$ cat src/rtl/palette_pkg.sv
// Shared types, sizes and power-on colours for the double-buffered palette controller.
package palette_pkg;

  localparam int NUM_ENTRIES = 16;
  localparam int IDX_W       = $clog2(NUM_ENTRIES);
  localparam int RGB_W       = 24;

  typedef logic [IDX_W-1:0] idx_t;
  typedef logic [RGB_W-1:0] rgb_t;

  typedef enum logic [1:0] {
    IDLE,
    PENDING,
    COPY
  } state_t;

  // Entry 0 is the leftmost element; entries 10..15 are black.
  localparam logic [0:NUM_ENTRIES-1][RGB_W-1:0] DEFAULT_PALETTE = {
    24'hB0B0B0, 24'h0E490A, 24'h1A8512, 24'h21D113,
    24'h0F3D82, 24'h1C70EE, 24'h75A6F0, 24'h801313,
    24'hE60E0E, 24'hE66868, 24'h000000, 24'h000000,
    24'h000000, 24'h000000, 24'h000000, 24'h000000
  };

endpackage

$ cat src/rtl/palette_if.sv
// Renderer lookup, VGA output and configuration/commit signals of the palette controller.
interface palette_if;
  import palette_pkg::*;

  logic pix_valid;
  idx_t colorIdx;
  logic frame_start;
  logic rgb_valid;
  rgb_t rgbVal;
  logic wr_valid;
  logic wr_ready;
  idx_t wr_idx;
  rgb_t wr_rgb;
  logic commit_req;
  logic commit_busy;
  logic commit_done;

  modport master (
    output pix_valid, colorIdx, frame_start,
    output wr_valid, wr_idx, wr_rgb, commit_req,
    input  rgb_valid, rgbVal, wr_ready, commit_busy, commit_done
  );

  modport slave (
    input  pix_valid, colorIdx, frame_start,
    input  wr_valid, wr_idx, wr_rgb, commit_req,
    output rgb_valid, rgbVal, wr_ready, commit_busy, commit_done
  );

endinterface

$ cat src/rtl/palette_bank.sv
// NUM_ENTRIES x RGB_W register file: one synchronous write port, one combinational
// read port, synchronous reset to the default palette.
module palette_bank
  import palette_pkg::*;
(
  input  logic clk,
  input  logic rst,
  input  logic we,
  input  idx_t waddr,
  input  rgb_t wdata,
  input  idx_t raddr,
  output rgb_t rdata
);

  rgb_t mem_reg [NUM_ENTRIES];

  always_ff @(posedge clk) begin
    if (rst) begin
      for (int i = 0; i < NUM_ENTRIES; i++) begin
        mem_reg[i] <= DEFAULT_PALETTE[i];
      end
    end else if (we) begin
      mem_reg[waddr] <= wdata;
    end
  end

  // A read racing a write to the same entry sees the old value.
  assign rdata = mem_reg[raddr];

endmodule

$ cat src/rtl/palette_ctrl.sv
// Double-buffered palette: game logic fills the shadow bank, a commit copies it into the
// active bank during vertical blank, and renderer indices resolve through the active bank.
module palette_ctrl
  import palette_pkg::*;
(
  input  logic     Clk,
  input  logic     Reset,
  palette_if.slave bus
);

  state_t state_reg;
  idx_t   copy_idx_reg;
  logic   wr_ready_reg;
  logic   commit_busy_reg;
  logic   commit_done_reg;

  logic   pix_valid_s1_reg;
  idx_t   idx_s1_reg;
  logic   pix_valid_s2_reg;
  rgb_t   rgb_s2_reg;
  logic   rgb_valid_reg;
  rgb_t   rgb_val_reg;

  rgb_t   shadow_rdata;
  rgb_t   active_rdata;
  logic   shadow_we;
  logic   active_we;

  assign shadow_we = bus.wr_valid && wr_ready_reg;
  assign active_we = (state_reg == COPY);

  // The shadow read port belongs to the copy engine; lookups only ever see the active bank.
  palette_bank u_shadow (
    .clk   (Clk),
    .rst   (Reset),
    .we    (shadow_we),
    .waddr (bus.wr_idx),
    .wdata (bus.wr_rgb),
    .raddr (copy_idx_reg),
    .rdata (shadow_rdata)
  );

  palette_bank u_active (
    .clk   (Clk),
    .rst   (Reset),
    .we    (active_we),
    .waddr (copy_idx_reg),
    .wdata (shadow_rdata),
    .raddr (idx_s1_reg),
    .rdata (active_rdata)
  );

  always_ff @(posedge Clk) begin
    if (Reset) begin
      state_reg       <= IDLE;
      copy_idx_reg    <= '0;
      wr_ready_reg    <= 1'b1;
      commit_busy_reg <= 1'b0;
      commit_done_reg <= 1'b0;
    end else begin
      commit_done_reg <= 1'b0;
      case (state_reg)
        IDLE: begin
          if (bus.commit_req) begin
            state_reg       <= PENDING;
            wr_ready_reg    <= 1'b0;
            commit_busy_reg <= 1'b1;
          end
        end
        PENDING: begin
          if (bus.frame_start) begin
            state_reg    <= COPY;
            copy_idx_reg <= '0;
          end
        end
        COPY: begin
          copy_idx_reg <= copy_idx_reg + 1'b1;
          if (copy_idx_reg == idx_t'(NUM_ENTRIES - 1)) begin
            state_reg       <= IDLE;
            wr_ready_reg    <= 1'b1;
            commit_busy_reg <= 1'b0;
            commit_done_reg <= 1'b1;
          end
        end
        default: state_reg <= IDLE;
      endcase
    end
  end

  // Index capture, active-bank read, then the output register.
  always_ff @(posedge Clk) begin
    if (Reset) begin
      pix_valid_s1_reg <= 1'b0;
      idx_s1_reg       <= '0;
      pix_valid_s2_reg <= 1'b0;
      rgb_s2_reg       <= '0;
      rgb_valid_reg    <= 1'b0;
      rgb_val_reg      <= '0;
    end else begin
      pix_valid_s1_reg <= bus.pix_valid;
      idx_s1_reg       <= bus.colorIdx;
      pix_valid_s2_reg <= pix_valid_s1_reg;
      rgb_s2_reg       <= active_rdata;
      rgb_valid_reg    <= pix_valid_s2_reg;
      rgb_val_reg      <= pix_valid_s2_reg ? rgb_s2_reg : '0;
    end
  end

  assign bus.wr_ready    = wr_ready_reg;
  assign bus.commit_busy = commit_busy_reg;
  assign bus.commit_done = commit_done_reg;
  assign bus.rgb_valid   = rgb_valid_reg;
  assign bus.rgbVal      = rgb_val_reg;

endmodule

$ cat src/flat_wrapper.sv
// flat-port wrapper written by rule: the top's interface ports become plain ports
module palette_ctrl_flat import palette_pkg::*;
  (Clk, Reset, bus_pix_valid, bus_colorIdx, bus_frame_start, bus_wr_valid, bus_wr_idx, bus_wr_rgb, bus_commit_req, bus_rgb_valid, bus_rgbVal, bus_wr_ready, bus_commit_busy, bus_commit_done);
  palette_if bus_i ();
  input  logic Clk;
  input  logic Reset;
  input wire logic [$bits(bus_i.pix_valid)-1:0] bus_pix_valid;
  input wire logic [$bits(bus_i.colorIdx)-1:0] bus_colorIdx;
  input wire logic [$bits(bus_i.frame_start)-1:0] bus_frame_start;
  input wire logic [$bits(bus_i.wr_valid)-1:0] bus_wr_valid;
  input wire logic [$bits(bus_i.wr_idx)-1:0] bus_wr_idx;
  input wire logic [$bits(bus_i.wr_rgb)-1:0] bus_wr_rgb;
  input wire logic [$bits(bus_i.commit_req)-1:0] bus_commit_req;
  output wire logic [$bits(bus_i.rgb_valid)-1:0] bus_rgb_valid;
  output wire logic [$bits(bus_i.rgbVal)-1:0] bus_rgbVal;
  output wire logic [$bits(bus_i.wr_ready)-1:0] bus_wr_ready;
  output wire logic [$bits(bus_i.commit_busy)-1:0] bus_commit_busy;
  output wire logic [$bits(bus_i.commit_done)-1:0] bus_commit_done;
  assign bus_i.pix_valid = bus_pix_valid;
  assign bus_i.colorIdx = bus_colorIdx;
  assign bus_i.frame_start = bus_frame_start;
  assign bus_i.wr_valid = bus_wr_valid;
  assign bus_i.wr_idx = bus_wr_idx;
  assign bus_i.wr_rgb = bus_wr_rgb;
  assign bus_i.commit_req = bus_commit_req;
  assign bus_rgb_valid = bus_i.rgb_valid;
  assign bus_rgbVal = bus_i.rgbVal;
  assign bus_wr_ready = bus_i.wr_ready;
  assign bus_commit_busy = bus_i.commit_busy;
  assign bus_commit_done = bus_i.commit_done;
  palette_ctrl u_core (.Clk(Clk), .Reset(Reset), .bus(bus_i));
endmodule
$ cat config.mk
export PLATFORM = sky130hd
export DESIGN_NAME = palette_ctrl_flat
export DESIGN_NICKNAME = d
export VERILOG_FILES = /design/src/rtl/palette_pkg.sv /design/src/rtl/palette_if.sv /design/src/rtl/palette_bank.sv /design/src/rtl/palette_ctrl.sv /design/src/flat_wrapper.sv
export SDC_FILE = /design/constraint.sdc
export NUM_CORES = 1
export LEC_CHECK = 0
export CAP_MARGIN = 20
export CORE_MARGIN = 1.5
export CORE_UTILIZATION = 52
export CTS_CLUSTER_SIZE = 20
export DETAILED_ROUTE_END_ITERATION = 6
export PLACE_DENSITY = 0.79
export REMOVE_ABC_BUFFERS = 1
export SYNTH_ARGS = -nofsm -noshare
export SYNTH_HDL_FRONTEND = slang
export SYNTH_SLANG_ARGS = --single-unit
$ cat constraint.sdc
create_clock -name Clk -period 5.6 [get_ports Clk]
set_input_delay 1.12 -clock Clk [delete_from_list [all_inputs] [get_ports Clk]]
set_output_delay 1.12 -clock Clk [all_outputs]
set_load 0.1 [all_outputs]
==> impl_metrics.ini <==
[place]
portBuffers = 65
gp_congestion = 0.8691
dpl_worst_slack_ps = 1453
dp_hpwl_mm = 60.33

[setup_path]
path_cells = clkdlybuf4s50_1 > nor3b_2 > nand3_1 > nor2_1 > or2_2
worst_setup_path_start_kind = input port
critPathCaptureType = flop
arrival_ps = 3770
required_ps = 5880
r2r_cells = 4
crit_slowest_cell = nor2_1
crit_path_max_fanout = 24
cpLargestDelayFamily = simple AND/OR/NAND/NOR gates
path_class = input port to flop
path_buf_inv = 1
crit_path_max_incr_delay_ps = 800
crit_cells = 5

[sta]
rsz0062_at_grt = no
fin_tns_setup_ps = 0
finalHoldWorstSlack_ps = 424.5
max_freq_mhz = 286.3
slew_violations = 0
fin_crit_ps = 3493
tightest_slew_ps = 1146
setup_violations = 0
finalHoldViolations = 0
maxSlewHeadroom_pct = 22.12
finClkSkew_ps = 31.50
setup_slack_ps = 2107
fin_crit_sh_pct = 62.38

[cts]
postCtsHoldBufs = 0
postCtsSetupRepairBufs = 0
post_cts_resize_count = 0
clock_path_buffers = 3
cts_buffers = 82
numClockSinks = 836
worst_skew_pair.late_latency_ps = 650
htree_levels = 3
cts_tree = built
clk_pin_slew_ps = 60
root_buffer = clkbuf_16

[power]
power_density_nw_per_um2 = 315.8
p_leak_uw = 0.01316
vdd_drop_max_uv = 299.5
power_uw = 13210

[global_routing]
first_global_vias = 23080
antenna_found_initial = 4
grt_max_degree = 67
grt_usage_pct = 26.49
grt_overflow = 0
grt_pass1_wl_mm = 145.2

[run_status]
violations = DRC
outcome = finished, violations left

[worst_hold_path]
hp-class = flop to flop
holdPathStages = 1

[floorplan]
core_area_um2 = 71730
die-area_um2 = 74440
io_pins = 66
die_y_um = 272.8
die_x_um = 272.8
rows = 98
initial_core_util_pct = 52.78

[cells_and_area]
multiInputGateArea_um2 = 12120
area_growth_pct = 10.49
fillers = 5192
mostFrequentLayoutCells = 768 x edfxtp_1, 314 x and2_1, 300 x o22ai_1
layout-drive-gt1-share_pct = 18.34
antenna-diode-count = 0
nNetsFinal = 2426
final-seq-area_um2 = 24440
final_common_cell = edfxtp_1
fin_util_pct = 58.32

[synth]
synth_cell_type_count = 43
synth_warnings = 0
yosysTopAreaCell = edfxtp_1
synthCells = 2416
ys_seq_area_share_pct = 64.51
netlist_area_um2 = 37860
ys_ff_latch = 836
synthTopCellsByArea = edfxtp_1 61%, mux4_2 11%, and2_1 5.2%
synth_top_area_share_pct = 60.91
avgSynthCellArea_um2 = 15.67

[routing]
ant_nets = 0
wl_per_cell_um = 29.25
via_count = 23130
dr.pass1.iters = 7
viasPerCell = 6.816
drtIter0Drc = 3818
remaining_drc_errors = 5
routed_wl_mm = 99.25

[job]
maxCapViolCount = 0
stage by stage:
stage          instances  area, um2
3_3_place_gp        3225      38810
5_1_grt             3393      41840
3_5_place_dp        3232      38960
6_report            3393      41840
2_1_floorplan       2160      36540
4_1_cts             3376      41500
per-layer routing:
layer | vias up | share of wire [%] | routed length [um] | track usage [%]
met4 | 4 | 3.6 | 3559 | 10.07
li1 | 9500 | - | - | -
met2 | 1776 | 48 | 48100 | 43.18
met5 | - | 0.027 | 27 | 0
met3 | 282 | 13 | 12450 | 6.186
met1 | 11560 | 35 | 35110 | 34.73
cells in the mapped netlist (all sizes together):
master	count
edfxtp	768
and2	314
o22ai	300
mux4	182
clkbuf	142
buf	114
a22oi	102
mux2i	96
dfxtp	68
or3	66
nand2	43
nor2	36
nand2b	34
nand3	23
or2	19
a21o	16
nor2b	14
and3	10
a21oi	8
nand4	8
a32oi	7
nor3	7
o211ai	7
or2b	6
ha	5
a221o	3
a22o	3
inv	3
nand3b	3
nor3b	3
and3b	2
a2111oi	1
a211oi	1
o21ai	1
o21bai	1
cells by family after synthesis:
family	after synthesis	share of synthesized area (%)
AND/OR/NAND/NOR	588	9.220
multiplexers	278	14.65
adder cells (fa/ha/maj)	5	0.1652
AO/OA/AOI/OAI	450	7.928
flip-flops	836	64.51
buffers and inverters	259	3.533
final timing paths:
| kind | startpoint | to | slack, ps |
|---|---|---|---|
| max | bus_wr_valid | u_core.u_shadow.mem_reg[6][20] | 2110 |
| max reg2reg | flop | u_core.u_active.mem_reg[2][19] | 2270 |
| min | u_core.rgb_s2_reg[10] | u_core.bus.rgbVal[10] | 420 |
| min reg2reg | u_core.rgb_s2_reg[10] | u_core.bus.rgbVal[10] | 420 |
area by class of cell:
cell class                 instances  share of cell area [%]
timing repair buffer             139                   3.682
tap                              950                   2.841
sequential                       836                   58.43
clock inverter                    28                  0.4247
multi-input combinational       1321                   28.96
inverter                           3                 0.02692
clock buffer                     116                   5.635
where the power goes:
group,internal (uW),switching [uW]
clock,2940,2350
sequential,6980,85.8
combinational,296,561
total,10200,3000
Power figures use the tool's default switching activity.
